**src/rtl/address_request_arbiter_pkg.sv**
```systemverilog
`default_nettype none
// ============================================================================
// Module      : address_request_arbiter_pkg
// Description : Shared constants and helpers for the address request arbiter.
//               Address width is built from the letter/word index widths
//               ({x,y} packed), as used by the memory storage block.
// Revision    : 1.0 - initial release
// ============================================================================
package address_request_arbiter_pkg;

    localparam int c_LETTERINDEXBITS = 4;
    localparam int c_WORDINDEXBITS   = 4;

    localparam int c_NREQ      = 4;
    localparam int c_ADDRBITS  = c_LETTERINDEXBITS + c_WORDINDEXBITS;
    localparam int c_IDBITS    = 3;
    localparam int c_DROPCNT_W = 8;

    localparam int c_DROPCNT_MAX = (1 << c_DROPCNT_W) - 1;

    // Saturating add for the drop counter. The increment can exceed one when
    // several requesters are refused in the same cycle (plus a filtered
    // duplicate), so the clamp is done on the full sum.
    function automatic logic [c_DROPCNT_W-1:0] drop_sat_add(
        input logic [c_DROPCNT_W-1:0] count,
        input logic [3:0]             inc
    );
        int sum;
        sum = int'(count) + int'(inc);
        if (sum > c_DROPCNT_MAX) begin
            sum = c_DROPCNT_MAX;
        end
        return c_DROPCNT_W'(sum);
    endfunction

endpackage
`default_nettype wire

```
**src/rtl/address_request_arbiter_if.sv**
```systemverilog
`default_nettype none
// ============================================================================
// Module      : address_request_arbiter_if
// Description : Requester and storage-side signals of the address request
//               arbiter.
//   req_address     NREQ*ADDRBITS  requester i address at [i*ADDRBITS +: ADDRBITS]
//   req_valid       NREQ           one-cycle request strobe per requester
//   req_accept      NREQ           1 = slot i empty, a strobe is captured
//   storage_ready   1              storage can take an address this cycle
//   mem_address     ADDRBITS       issued address (registered)
//   mem_new_address 1              one-cycle strobe: mem_address is new
//   grant_id        IDBITS         requester index of current mem_address
//   drop_count      8              saturating count of discarded requests
//   modport slave  : the arbiter
//   modport master : requesters + storage (e.g. a testbench)
// Revision    : 1.0 - initial release
// ============================================================================
interface address_request_arbiter_if
    import address_request_arbiter_pkg::*;
#(
    parameter int NREQ     = c_NREQ,
    parameter int ADDRBITS = c_ADDRBITS,
    parameter int IDBITS   = c_IDBITS
) ();

    logic [NREQ*ADDRBITS-1:0] req_address;
    logic [NREQ-1:0]          req_valid;
    logic [NREQ-1:0]          req_accept;
    logic                     storage_ready;
    logic [ADDRBITS-1:0]      mem_address;
    logic                     mem_new_address;
    logic [IDBITS-1:0]        grant_id;
    logic [c_DROPCNT_W-1:0]   drop_count;

    modport slave (
        input  req_address,
        input  req_valid,
        input  storage_ready,
        output req_accept,
        output mem_address,
        output mem_new_address,
        output grant_id,
        output drop_count
    );

    modport master (
        output req_address,
        output req_valid,
        output storage_ready,
        input  req_accept,
        input  mem_address,
        input  mem_new_address,
        input  grant_id,
        input  drop_count
    );

endinterface
`default_nettype wire

```
**src/rtl/address_request_arbiter_slot.sv**
```systemverilog
`default_nettype none
// ============================================================================
// Module      : address_request_slot
// Description : One-entry holding register for a single requester.
//   clock  in   clock
//   reset  in   synchronous, active-high; empties the slot
//   load   in   capture d and mark full (only issued while empty)
//   clear  in   mark empty (only issued while full); wins over load
//   d      in   WIDTH  address to capture
//   q      out  WIDTH  held address
//   full   out  slot holds an address
// Revision    : 1.0 - initial release
// ============================================================================
module address_request_slot #(
    parameter int WIDTH = 8
) (
    input  logic             clock,
    input  logic             reset,
    input  logic             load,
    input  logic             clear,
    input  logic [WIDTH-1:0] d,
    output logic [WIDTH-1:0] q,
    output logic             full
);

    logic [WIDTH-1:0] r_q;
    logic             r_full;

    always_ff @(posedge clock) begin
        if (reset) begin
            r_q    <= '0;
            r_full <= 1'b0;
        end else if (clear) begin
            r_full <= 1'b0;
        end else if (load) begin
            r_q    <= d;
            r_full <= 1'b1;
        end
    end

    assign q    = r_q;
    assign full = r_full;

endmodule
`default_nettype wire

```
**src/rtl/address_request_arbiter.sv**
```systemverilog
`default_nettype none
// ============================================================================
// Module      : address_request_arbiter
// Description : Shares the memory-storage address port between NREQ address
//               generators. Each requester owns a one-entry slot; a
//               round-robin picker issues one held address per cycle while
//               storage_ready is high, as registered address plus a
//               one-cycle mem_new_address strobe.
//   clock  in   single clock, posedge
//   reset  in   synchronous, active-high
//   bus    slave modport of address_request_arbiter_if (requester inputs,
//          storage_ready, mem_address/mem_new_address/grant_id/drop_count)
// Config      : ARB_DUP_FILTER_EN - suppress a winner whose address equals
//               the last issued address (counted as a drop).
// Revision    : 1.0 - initial release
// ============================================================================
module address_request_arbiter
    import address_request_arbiter_pkg::*;
#(
    parameter int NREQ     = c_NREQ,
    parameter int ADDRBITS = c_ADDRBITS,
    parameter int IDBITS   = c_IDBITS
) (
    input  logic                     clock,
    input  logic                     reset,
    address_request_arbiter_if.slave bus
);

    logic [NREQ-1:0]                w_slot_full;
    logic [NREQ-1:0]                w_load;
    logic [NREQ-1:0]                w_clear;
    logic [NREQ-1:0][ADDRBITS-1:0]  w_slot_addr;

    logic                           w_any_full;
    logic [IDBITS-1:0]              w_winner;
    logic [ADDRBITS-1:0]            w_winner_addr;
    logic                           w_take;
    logic                           w_issue;
    logic [3:0]                     w_drop_inc;

    logic [IDBITS-1:0]              r_ptr;
    logic [ADDRBITS-1:0]            r_mem_address;
    logic                           r_mem_new_address;
    logic [IDBITS-1:0]              r_grant_id;
    logic [c_DROPCNT_W-1:0]         r_drop_count;

    // ------------------------------------------------------------------
    // Holding slots. Load only into an empty slot and clear only the
    // winner, which is always full, so the two never collide; a slot
    // cleared at an edge therefore refills no earlier than the next one.
    // ------------------------------------------------------------------
    generate
        for (genvar gi = 0; gi < NREQ; gi++) begin : g_slot
            assign w_load[gi]  = bus.req_valid[gi] & ~w_slot_full[gi];
            assign w_clear[gi] = w_take & (w_winner == IDBITS'(gi));

            address_request_slot #(
                .WIDTH (ADDRBITS)
            ) u_slot (
                .clock (clock),
                .reset (reset),
                .load  (w_load[gi]),
                .clear (w_clear[gi]),
                .d     (bus.req_address[gi*ADDRBITS +: ADDRBITS]),
                .q     (w_slot_addr[gi]),
                .full  (w_slot_full[gi])
            );
        end
    endgenerate

    // Acceptance depends on slot state only, never on req_valid.
    assign bus.req_accept = ~w_slot_full;

    // ------------------------------------------------------------------
    // Round-robin picker: scan slots starting just after the last winner.
    // ------------------------------------------------------------------
    always_comb begin
        w_any_full    = 1'b0;
        w_winner      = '0;
        w_winner_addr = '0;
        for (int k = 1; k <= NREQ; k++) begin
            for (int i = 0; i < NREQ; i++) begin
                if (!w_any_full && w_slot_full[i] &&
                    (i == (int'(r_ptr) + k) % NREQ)) begin
                    w_any_full    = 1'b1;
                    w_winner      = IDBITS'(i);
                    w_winner_addr = w_slot_addr[i];
                end
            end
        end
    end

    // w_take frees the winner's slot and moves the pointer; w_issue is the
    // subset that actually reaches storage.
    assign w_take = bus.storage_ready & w_any_full;

`ifdef ARB_DUP_FILTER_EN
    logic r_issued_once;
    logic w_dup;

    // Comparison against mem_address is only meaningful once something
    // has been issued; the reset value 0 is not a real prior address.
    assign w_dup   = w_take & r_issued_once & (w_winner_addr == r_mem_address);
    assign w_issue = w_take & ~w_dup;

    always_ff @(posedge clock) begin
        if (reset) begin
            r_issued_once <= 1'b0;
        end else if (w_issue) begin
            r_issued_once <= 1'b1;
        end
    end
`else
    assign w_issue = w_take;
`endif

    // Every refused strobe counts, so several can land in one cycle.
    always_comb begin
        w_drop_inc = '0;
        for (int i = 0; i < NREQ; i++) begin
            if (bus.req_valid[i] & w_slot_full[i]) begin
                w_drop_inc = w_drop_inc + 4'd1;
            end
        end
`ifdef ARB_DUP_FILTER_EN
        if (w_dup) begin
            w_drop_inc = w_drop_inc + 4'd1;
        end
`endif
    end

    // ------------------------------------------------------------------
    // Output registers, pointer and drop counter.
    // ------------------------------------------------------------------
    always_ff @(posedge clock) begin
        if (reset) begin
            r_ptr             <= IDBITS'(NREQ - 1);
            r_mem_address     <= '0;
            r_mem_new_address <= 1'b0;
            r_grant_id        <= '0;
            r_drop_count      <= '0;
        end else begin
            r_mem_new_address <= w_issue;
            if (w_issue) begin
                r_mem_address <= w_winner_addr;
                r_grant_id    <= w_winner;
            end
            if (w_take) begin
                r_ptr <= w_winner;
            end
            r_drop_count <= drop_sat_add(r_drop_count, w_drop_inc);
        end
    end

    assign bus.mem_address     = r_mem_address;
    assign bus.mem_new_address = r_mem_new_address;
    assign bus.grant_id        = r_grant_id;
    assign bus.drop_count      = r_drop_count;

endmodule
`default_nettype wire

```
**src/flat_wrapper.sv**
```systemverilog
// flat-port wrapper written by rule: the top's interface ports become plain ports
module address_request_arbiter_flat import address_request_arbiter_pkg::*;
#(
    parameter int NREQ     = c_NREQ,
    parameter int ADDRBITS = c_ADDRBITS,
    parameter int IDBITS   = c_IDBITS
)
  (clock, reset, bus_req_address, bus_req_valid, bus_storage_ready, bus_req_accept, bus_mem_address, bus_mem_new_address, bus_grant_id, bus_drop_count);
  address_request_arbiter_if #(.NREQ(NREQ), .ADDRBITS(ADDRBITS), .IDBITS(IDBITS)) bus_i ();
  input  logic clock;
  input  logic reset;
  input wire logic [$bits(bus_i.req_address)-1:0] bus_req_address;
  input wire logic [$bits(bus_i.req_valid)-1:0] bus_req_valid;
  input wire logic [$bits(bus_i.storage_ready)-1:0] bus_storage_ready;
  output wire logic [$bits(bus_i.req_accept)-1:0] bus_req_accept;
  output wire logic [$bits(bus_i.mem_address)-1:0] bus_mem_address;
  output wire logic [$bits(bus_i.mem_new_address)-1:0] bus_mem_new_address;
  output wire logic [$bits(bus_i.grant_id)-1:0] bus_grant_id;
  output wire logic [$bits(bus_i.drop_count)-1:0] bus_drop_count;
  assign bus_i.req_address = bus_req_address;
  assign bus_i.req_valid = bus_req_valid;
  assign bus_i.storage_ready = bus_storage_ready;
  assign bus_req_accept = bus_i.req_accept;
  assign bus_mem_address = bus_i.mem_address;
  assign bus_mem_new_address = bus_i.mem_new_address;
  assign bus_grant_id = bus_i.grant_id;
  assign bus_drop_count = bus_i.drop_count;
  address_request_arbiter #(.NREQ(NREQ), .ADDRBITS(ADDRBITS), .IDBITS(IDBITS)) u_core (.clock(clock), .reset(reset), .bus(bus_i));
endmodule
```
**config.mk**
```make
export PLATFORM = sky130hd
export DESIGN_NAME = address_request_arbiter_flat
export DESIGN_NICKNAME = d
export VERILOG_FILES = /design/src/rtl/address_request_arbiter_pkg.sv /design/src/rtl/address_request_arbiter_if.sv /design/src/rtl/address_request_arbiter_slot.sv /design/src/rtl/address_request_arbiter.sv /design/src/flat_wrapper.sv
export SDC_FILE = /design/constraint.sdc
export NUM_CORES = 1
export LEC_CHECK = 0
export ABC_AREA = 1
export ABC_CLOCK_PERIOD_IN_PS = 4150
export CAP_MARGIN = 40
export CORE_MARGIN = 4
export CORE_UTILIZATION = 45
export DETAILED_ROUTE_END_ITERATION = 8
export GPL_ROUTABILITY_DRIVEN = 0
export GPL_TIMING_DRIVEN = 0
export PLACE_DENSITY_LB_ADDON = 0.15
export SYNTH_ARGS = -nofsm -noshare
export SYNTH_HDL_FRONTEND = slang
export SYNTH_SLANG_ARGS = --single-unit
```
**constraint.sdc**
```tcl
create_clock -name clock -period 4.15 [get_ports clock]
set_input_delay 0.6225 -clock clock [delete_from_list [all_inputs] [get_ports clock]]
set_output_delay 0.6225 -clock clock [all_outputs]
set_load 0.05 [all_outputs]
```
# Word level (Yosys, flattened, before mapping)
# Index checks and enable logic that the tools add are counted.
[totals]
word_cells = 178
input_bits = 39
output_inout_bits = 24
memories = 0
romBits = 0
mem_bits_rw = 0
latchBits = 0
ff_bits = 57
[op_classes]
multipliers = 0
n_mux = 52
magnitude_cmp = 1
eq_ne = 15
addsub = 8
shifts = 0
n_bitwise = 26
div_mod_pow = 0
reduce_logical = 63
[op_table]
columns = ["operator", "count"]
rows = [
  ["$mux W8", 17],
  ["$logic_not A32 Y1", 4],
  ["$logic_and A1 B1 Y1", 31],
  ["$mux W2", 14],
  ["$eq A3 B3 Y1 const A", 8],
  ["$mux W1", 18],
  ["$reduce_or A2 Y1", 8],
  ["$logic_not A1 Y1", 15],
  ["$and A1 B1 Y1", 13],
  ["$eq A2 B3 Y1 const A", 4],
  ["$mux W4", 3],
  ["$add A8 B4 Y9", 1],
  ["$gt A9 B8 Y1 const B", 1],
  ["$add A4 B1 Y4 const B", 2],
  ["$not A1 Y1", 8],
  ["$reduce_and A2 Y1", 4],
  ["$add A2 B1 Y2 const B", 2],
  ["$add A2 B2 Y2 const B", 2],
  ["$and A1 B1 Y1 const A", 4],
  ["$eq A2 B2 Y1 const B", 2],
  ["$not A4 Y4", 1],
  ["$logic_not A3 Y1", 1],
  ["$add A1 B1 Y2 const B", 1],
  ["$eq A2 B1 Y1 const B", 1],
]

# Longest topological paths before layout
[depth]
word_depth = 70
ltp_mapped = 18
depth_no_buf = 17

# By module
# Synthesis repeated with hierarchy kept, for this count alone.
[hier_totals]
cells_unflattened = 691
area_unflattened_um2 = 4174.0
[by_module_without_submodules]
columns = ["mod", "seq_area_each_um2", "area_per_inst_um2", "n_inst", "cells_per_inst"]
rows = [
  ["address_request_arbiter", 420.4, 2642.5, 1, 467],
  ["address_request_slot", 180.2, 382.9, 4, 56],
]

# Worst setup path before layout
# No wires, ideal clock.
[synth_timing]
kind = "register to register"
startpoint = "register u_core.g_slot[1].u_slot.r_full"
endpoint = "register u_core.r_drop_count[5], in the netlist u_core.bus.drop_count[5]"
required_time_ns = 4.077
arrival_ns = 3.400
n_path_buf = 1
setup_time_ns = 0.073
synth_period_minus_slack_ns = 3.473
slack_ns = 0.677
stages_incl_launch_ff = 17
cell_sequence = "dfxtp_1 > clkbuf_1 > nand2_1 > ha_1 > or2_2 > nand2_1 > inv_1 > ha_1 > inv_1 > o21ai_0 > inv_1 > fa_1 > o21ai_0 > nand2_1 > nor3b_1 > nand2_1 > a21oi_1"
[synth_between]
elab_chain_cells = 9
[synth_lines]
columns = ["element", "line_no", "text"]
rows = [
  ["start, declared", "address_request_arbiter_slot.sv:27", "logic r_full;"],
  ["start signal, assigned", "address_request_arbiter_slot.sv:32", "r_full <= 1'b0;"],
  ["start signal, assigned", "address_request_arbiter_slot.sv:34", "r_full <= 1'b0;"],
  ["start signal, assigned", "address_request_arbiter_slot.sv:37", "r_full <= 1'b1;"],
  ["$and A1 B1 Y1 *", "address_request_arbiter.sv:121", "if (bus.req_valid[i] & w_slot_full[i]) begin"],
  ["$mux W4 *", "address_request_arbiter.sv:121", ""],
  ["$add A4 B1 Y4", "address_request_arbiter.sv:122", "w_drop_inc = w_drop_inc + 4'd1;"],
  ["$mux W4 *", "address_request_arbiter.sv:121", ""],
  ["$add A4 B1 Y4", "address_request_arbiter.sv:122", ""],
  ["$mux W4 *", "address_request_arbiter.sv:121", ""],
  ["$add A8 B4 Y9 *", "address_request_arbiter_pkg.sv:29", "sum = int'(count) + int'(inc);"],
  ["$gt A9 B8 Y1", "address_request_arbiter_pkg.sv:30", "if (sum > c_DROPCNT_MAX) begin"],
  ["$mux W8 *", "address_request_arbiter_pkg.sv:30", ""],
  ["end signal, assigned", "address_request_arbiter.sv:151", "r_drop_count <= drop_sat_add(r_drop_count, w_drop_inc);"],
  ["end, declared", "address_request_arbiter.sv:45", "logic [c_DROPCNT_W-1:0] r_drop_count;"],
]
# Mark *: on every way between the ends. The rest lies on a longest branch, timed or not.
# A chain may end at the register's enable or synchronous reset.

# Final worst setup path
[layout_timing]
startpoint = "input port bus_req_valid[0]"
endpoint = "register u_core.r_drop_count[5], in the netlist u_core.bus.drop_count[5]"
[layout_between]
elab_chain_cells = 11
[layout_lines]
columns = ["element", "line_no", "text"]
rows = [
  ["start, declared", "flat_wrapper.sv:13", "input wire logic [$bits(bus_i.req_valid)-1:0] bus_req_valid;"],
  ["$and A1 B1 Y1 *", "address_request_arbiter.sv:121", ""],
  ["$mux W1 *", "address_request_arbiter.sv:121", ""],
  ["$add A1 B1 Y2", "address_request_arbiter.sv:122", ""],
  ["$mux W4 *", "address_request_arbiter.sv:121", ""],
  ["$add A4 B1 Y4", "address_request_arbiter.sv:122", ""],
  ["$mux W4 *", "address_request_arbiter.sv:121", ""],
  ["$add A4 B1 Y4", "address_request_arbiter.sv:122", ""],
  ["$mux W4 *", "address_request_arbiter.sv:121", ""],
  ["$add A8 B4 Y9 *", "address_request_arbiter_pkg.sv:29", ""],
  ["$gt A9 B8 Y1", "address_request_arbiter_pkg.sv:30", ""],
  ["$mux W8 *", "address_request_arbiter_pkg.sv:30", ""],
]
# Marks and branches as above.

==> results.txt <==
The highest net fanout along the worst path is 6. The required time of the worst setup path came out at 4420 ps. The ratio of final minimum period to clock period came out at 92.23%.

After Yosys synthesis, full adders, half adders and majority gates account for 2.898% of the synthesized area. Summing the areas of all and, or, nand and nor instances in the mapped netlist gives 42.42% of the synthesized area. The setup path with the least slack is of type in2reg. The worst slack on hold paths came out at 471.1 ps.

The total CTS buffers came out at 9. Entering global routing, the biggest net connects 13 pins. The number of buffers added for setup after CTS is 0. The overall routed net length came out at 11490 um. The number of pins with negative max-slew slack in the final report came out at 0. The largest family of logic cells by synthesized area is simple AND/OR/NAND/NOR gates. The fill cell instance count of the final layout came out at 761. The post-route netlist has 11.27% of its cells at a drive strength greater than 1. The post-route core utilization is 59.06%. The worst IR drop on VDD came out at 0.0002758 V. The floorplan has 32 rows. The global router's overall resource usage is 23.51%. The global routing usage on met1 is 30.16%. The count of distinct cell types in the synthesized netlist came out at 38.

In this run the most used layer during global routing was met2. The post-detailed-placement half-perimeter wirelength came out at 9060 um. Global routing consumed, on the met2 layer, 38.53% of the routing resources.

The total number of vias came out at 4191. TritonCTS built the clock tree. The worst slew margin relative to its limit is 57.00%.

The synthesized design spends more area on one cell type than any other, namely sky130_fd_sc_hd__dfxtp_1. The post-synthesis average cell area is 6.504 sq um. The post-synthesis share of cell area spent on xor and xnor gates is 1.415%. The finished layout holds 750 standard cells, fillers aside. The die area is 9769 sq um. The clock period minus worst slack is 3827 ps. The horizontal die dimension is 98.84 um. The number of placed cells counting well taps came out at 734.

The worst setup slack for register-to-register paths is 420 ps. The worst clock skew is 8.426 ps. The total overflow left after global routing is 0. The source-to-sink clock delay at the later pin of the worst-skew pair came out at 350 ps.

Of the synthesized area, sequential elements account for 30.73%. The number of buffers added to fix hold violations after cts came out at 0. The signal arrival time at the worst endpoint is 4100 ps. The leakage power summed over all cells is 1.907 nW. The transition time at the pin with the least slew margin came out at 644.9 ps. Dividing the detail-routed wire length by the instance count gives 15.32 um. 0 antenna diodes ended up in the layout. The number of maximum-capacitance violations is 0. The clock drives 57 sinks. The post-detailed-route count of antenna-violating nets came out at 0. The path class of the tightest hold or removal check is reg2reg. The maximum clock frequency is 0.2613 GHz. The share of the synthesized area in the top cell type came out at 30.73%. Sorting the synthesized cells by how often they occur yields sky130_fd_sc_hd__nor2_1 (120), sky130_fd_sc_hd__nand2_1 (88), sky130_fd_sc_hd__nand3_1 (62), sky130_fd_sc_hd__dfxtp_1 (57), sky130_fd_sc_hd__inv_1 (52). The fraction of met3 tracks used by global routing came out at 5.662%. The cell sitting at the root of the clock tree is a sky130_fd_sc_hd__clkbuf_8. The warning count from the yosys run is 0.

The mapped netlist covers 3714 sq um. The floorplan step defined a core boundary enclosing 7888 sq um. After detailed routing, the number of remaining DRC violations is 0. By area the synthesized netlist is led by sky130_fd_sc_hd__dfxtp_1 (31%), sky130_fd_sc_hd__nor2_1 (12%), sky130_fd_sc_hd__nand2_1 (8.9%).

By instance count, the leading cell after synthesis is sky130_fd_sc_hd__nor2_1. The flop and latch count out of synthesis is 57. The final-stage net count is 690. In the routed layout, each cell is associated on average with a via count of 5.588. The via count of the first global-routing pass came out at 3970. The count of flip-flops with a built-in enable after synthesis is 0.

The initial cell density of the core came out at 47.08%. Compared with the post-synthesis result, the final layout area differs by 25.44%. The setup violation total in the final timing report came out at 0.

The synthesized netlist devotes 13.98% of its cell area to compound gates. The first-pass GRT wire length is 18700 um. The number of antenna violations at the first check in global routing is 0. Before antenna repair, the detailed router went through 8 iterations. Setup repair after global routing left no endpoint under its margin. The largest buffer count on any clock path is 2. The H-tree depth came out at 3. The share of async-settable or async-resettable flops after synthesis came out at 0%.

The top-level I/O count is 63. The detailed router finished its first iteration with 361 violations. The multiplexer fraction of the synthesized cell area came out at 0%. The run finished with clean final reports. The nature of the critical path endpoint is a flop. The clock slew at the register clock pins of the worst setup and hold paths is 80 ps. The chip height came out at 98.84 um. In the post-route analysis, the smallest setup slack over all paths is 322.5 ps.

The number of buffer cells added on primary ports is 60. Power spread over the standard cell area amounts to 514.6 nW/um^2. The register area came out at 1141 sq um. The multi-input gate area in the final layout came out at 2271 sq um.

The final count of hold timing violations is 0. Post-CTS repair changed the size of 2 cells. The cell count after synthesis is 571. STA classifies the critical path startpoint as a primary input. Among all flip-flop cells after synthesis, the most frequent one is sky130_fd_sc_hd__dfxtp_1. The pre-CTS setup slack came out at -444.2 ps.
[cell usage in the layout (no fill, tap or decap), drive strengths merged]
cell type      count
nor3b              1
o211ai             3
bufinv             1
a31oi              2
or2                2
clkdlybuf4s50     60
fa                 1
clkbuf            21
nand3             65
and3               1
nor2             128
clkinv             3
clkinvlp           3
o21ai             43
nor3               6
ha                 7
conb               2
xnor2              1
buf                6
nand2            102
xor2               5
dfxtp             57
inv               59
a21oi             44
nand4             23
a211oi             2
[per-stage QoR]
stage,area (sq um),setup TNS (ps),power (mW)
2_1_floorplan,3717,0,1.519
3_3_place_gp,4446,-1205,1.821
3_5_place_dp,4446,-2923,1.844
4_1_cts,4649,0,2.387
5_1_grt,4658,0,2.540
6_report,4658,0,2.397
[path summary, 6_finish.rpt]
path                                                                 from                                     end  cells past startpoint
worst max-delay path                                     bus_req_valid[0]     u_core.bus.drop_count[5]$_SDFF_PP0_                     16
worst min register to register     u_core.bus.mem_address[4]$_SDFFE_PP0P_  u_core.bus.mem_address[4]$_SDFFE_PP0P_                      2
worst max register to register  u_core.g_slot[1].u_slot.full$_SDFFE_PP0P_     u_core.bus.drop_count[5]$_SDFF_PP0_                     16
worst min-delay path               u_core.bus.mem_address[4]$_SDFFE_PP0P_  u_core.bus.mem_address[4]$_SDFFE_PP0P_                      2
[report_power, final]
part	leakage, nW	internal [mW]	switching (mW)
Sequential	0.471	0.635	0.0776
Combinational	1.34	0.367	0.775
Clock	0.0921	0.281	0.261
Total	1.91	1.28	1.11
[flip-flops by register name, summed over array words and instances, names as in the netlist]
register and flops:
u_core.g_slot.u_slot.q 32, u_core.bus.drop_count 8, u_core.bus.mem_address 8, u_core.g_slot.u_slot.full 4, u_core.bus.grant_id 2, u_core.r_ptr 2, u_core.bus.mem_new_address 1
[cell type report]
type / instances / share of cell area, %
inverter: 59 / 4.754
clock buffer: 9 / 2.659
tap: 102 / 2.740
buffer: 18 / 2.015
multi-input combinational: 438 / 48.75
clock inverter: 7 / 1.692
sequential: 57 / 24.50
timing repair buffer: 60 / 12.89
[critical path, stage by stage]
cell                              delay, ps
sky130_fd_sc_hd__clkdlybuf4s50_1        520
sky130_fd_sc_hd__nand2_1                110
sky130_fd_sc_hd__ha_1                   360
sky130_fd_sc_hd__or2_2                  300
sky130_fd_sc_hd__nand2_1                 90
sky130_fd_sc_hd__inv_1                   50
sky130_fd_sc_hd__ha_1                   260
sky130_fd_sc_hd__inv_1                   30
sky130_fd_sc_hd__o21ai_1                180
sky130_fd_sc_hd__inv_1                   90
sky130_fd_sc_hd__fa_1                   450
sky130_fd_sc_hd__o21ai_2                260
sky130_fd_sc_hd__nand2_1                100
sky130_fd_sc_hd__nor3b_2                260
sky130_fd_sc_hd__nand2_1                220
sky130_fd_sc_hd__a21oi_1                200
[kinds of logic (layout without fill, tap and decap cells)]
group                      count (synthesis)  count (layout)
AOI/OAI and AO/OA                         94              94
xor gates and xnor gates                   6               6
adders and majority gates                  8               8
buffers and inverters                     77             153
DFF                                       57              57
other                                      1               2
and+or+nand+nor                          328             328
[per-layer routing]
metal / vias up / routed length (um) / part of all wire (%)
li1: 2028 / - / -
met2: 195 / 5431 / 47
met5: - / 0 / 0
met1: 1939 / 4909 / 43
met4: 0 / 224 / 1.9
met3: 29 / 928 / 8.1
(Power assumes the default switching activity.)
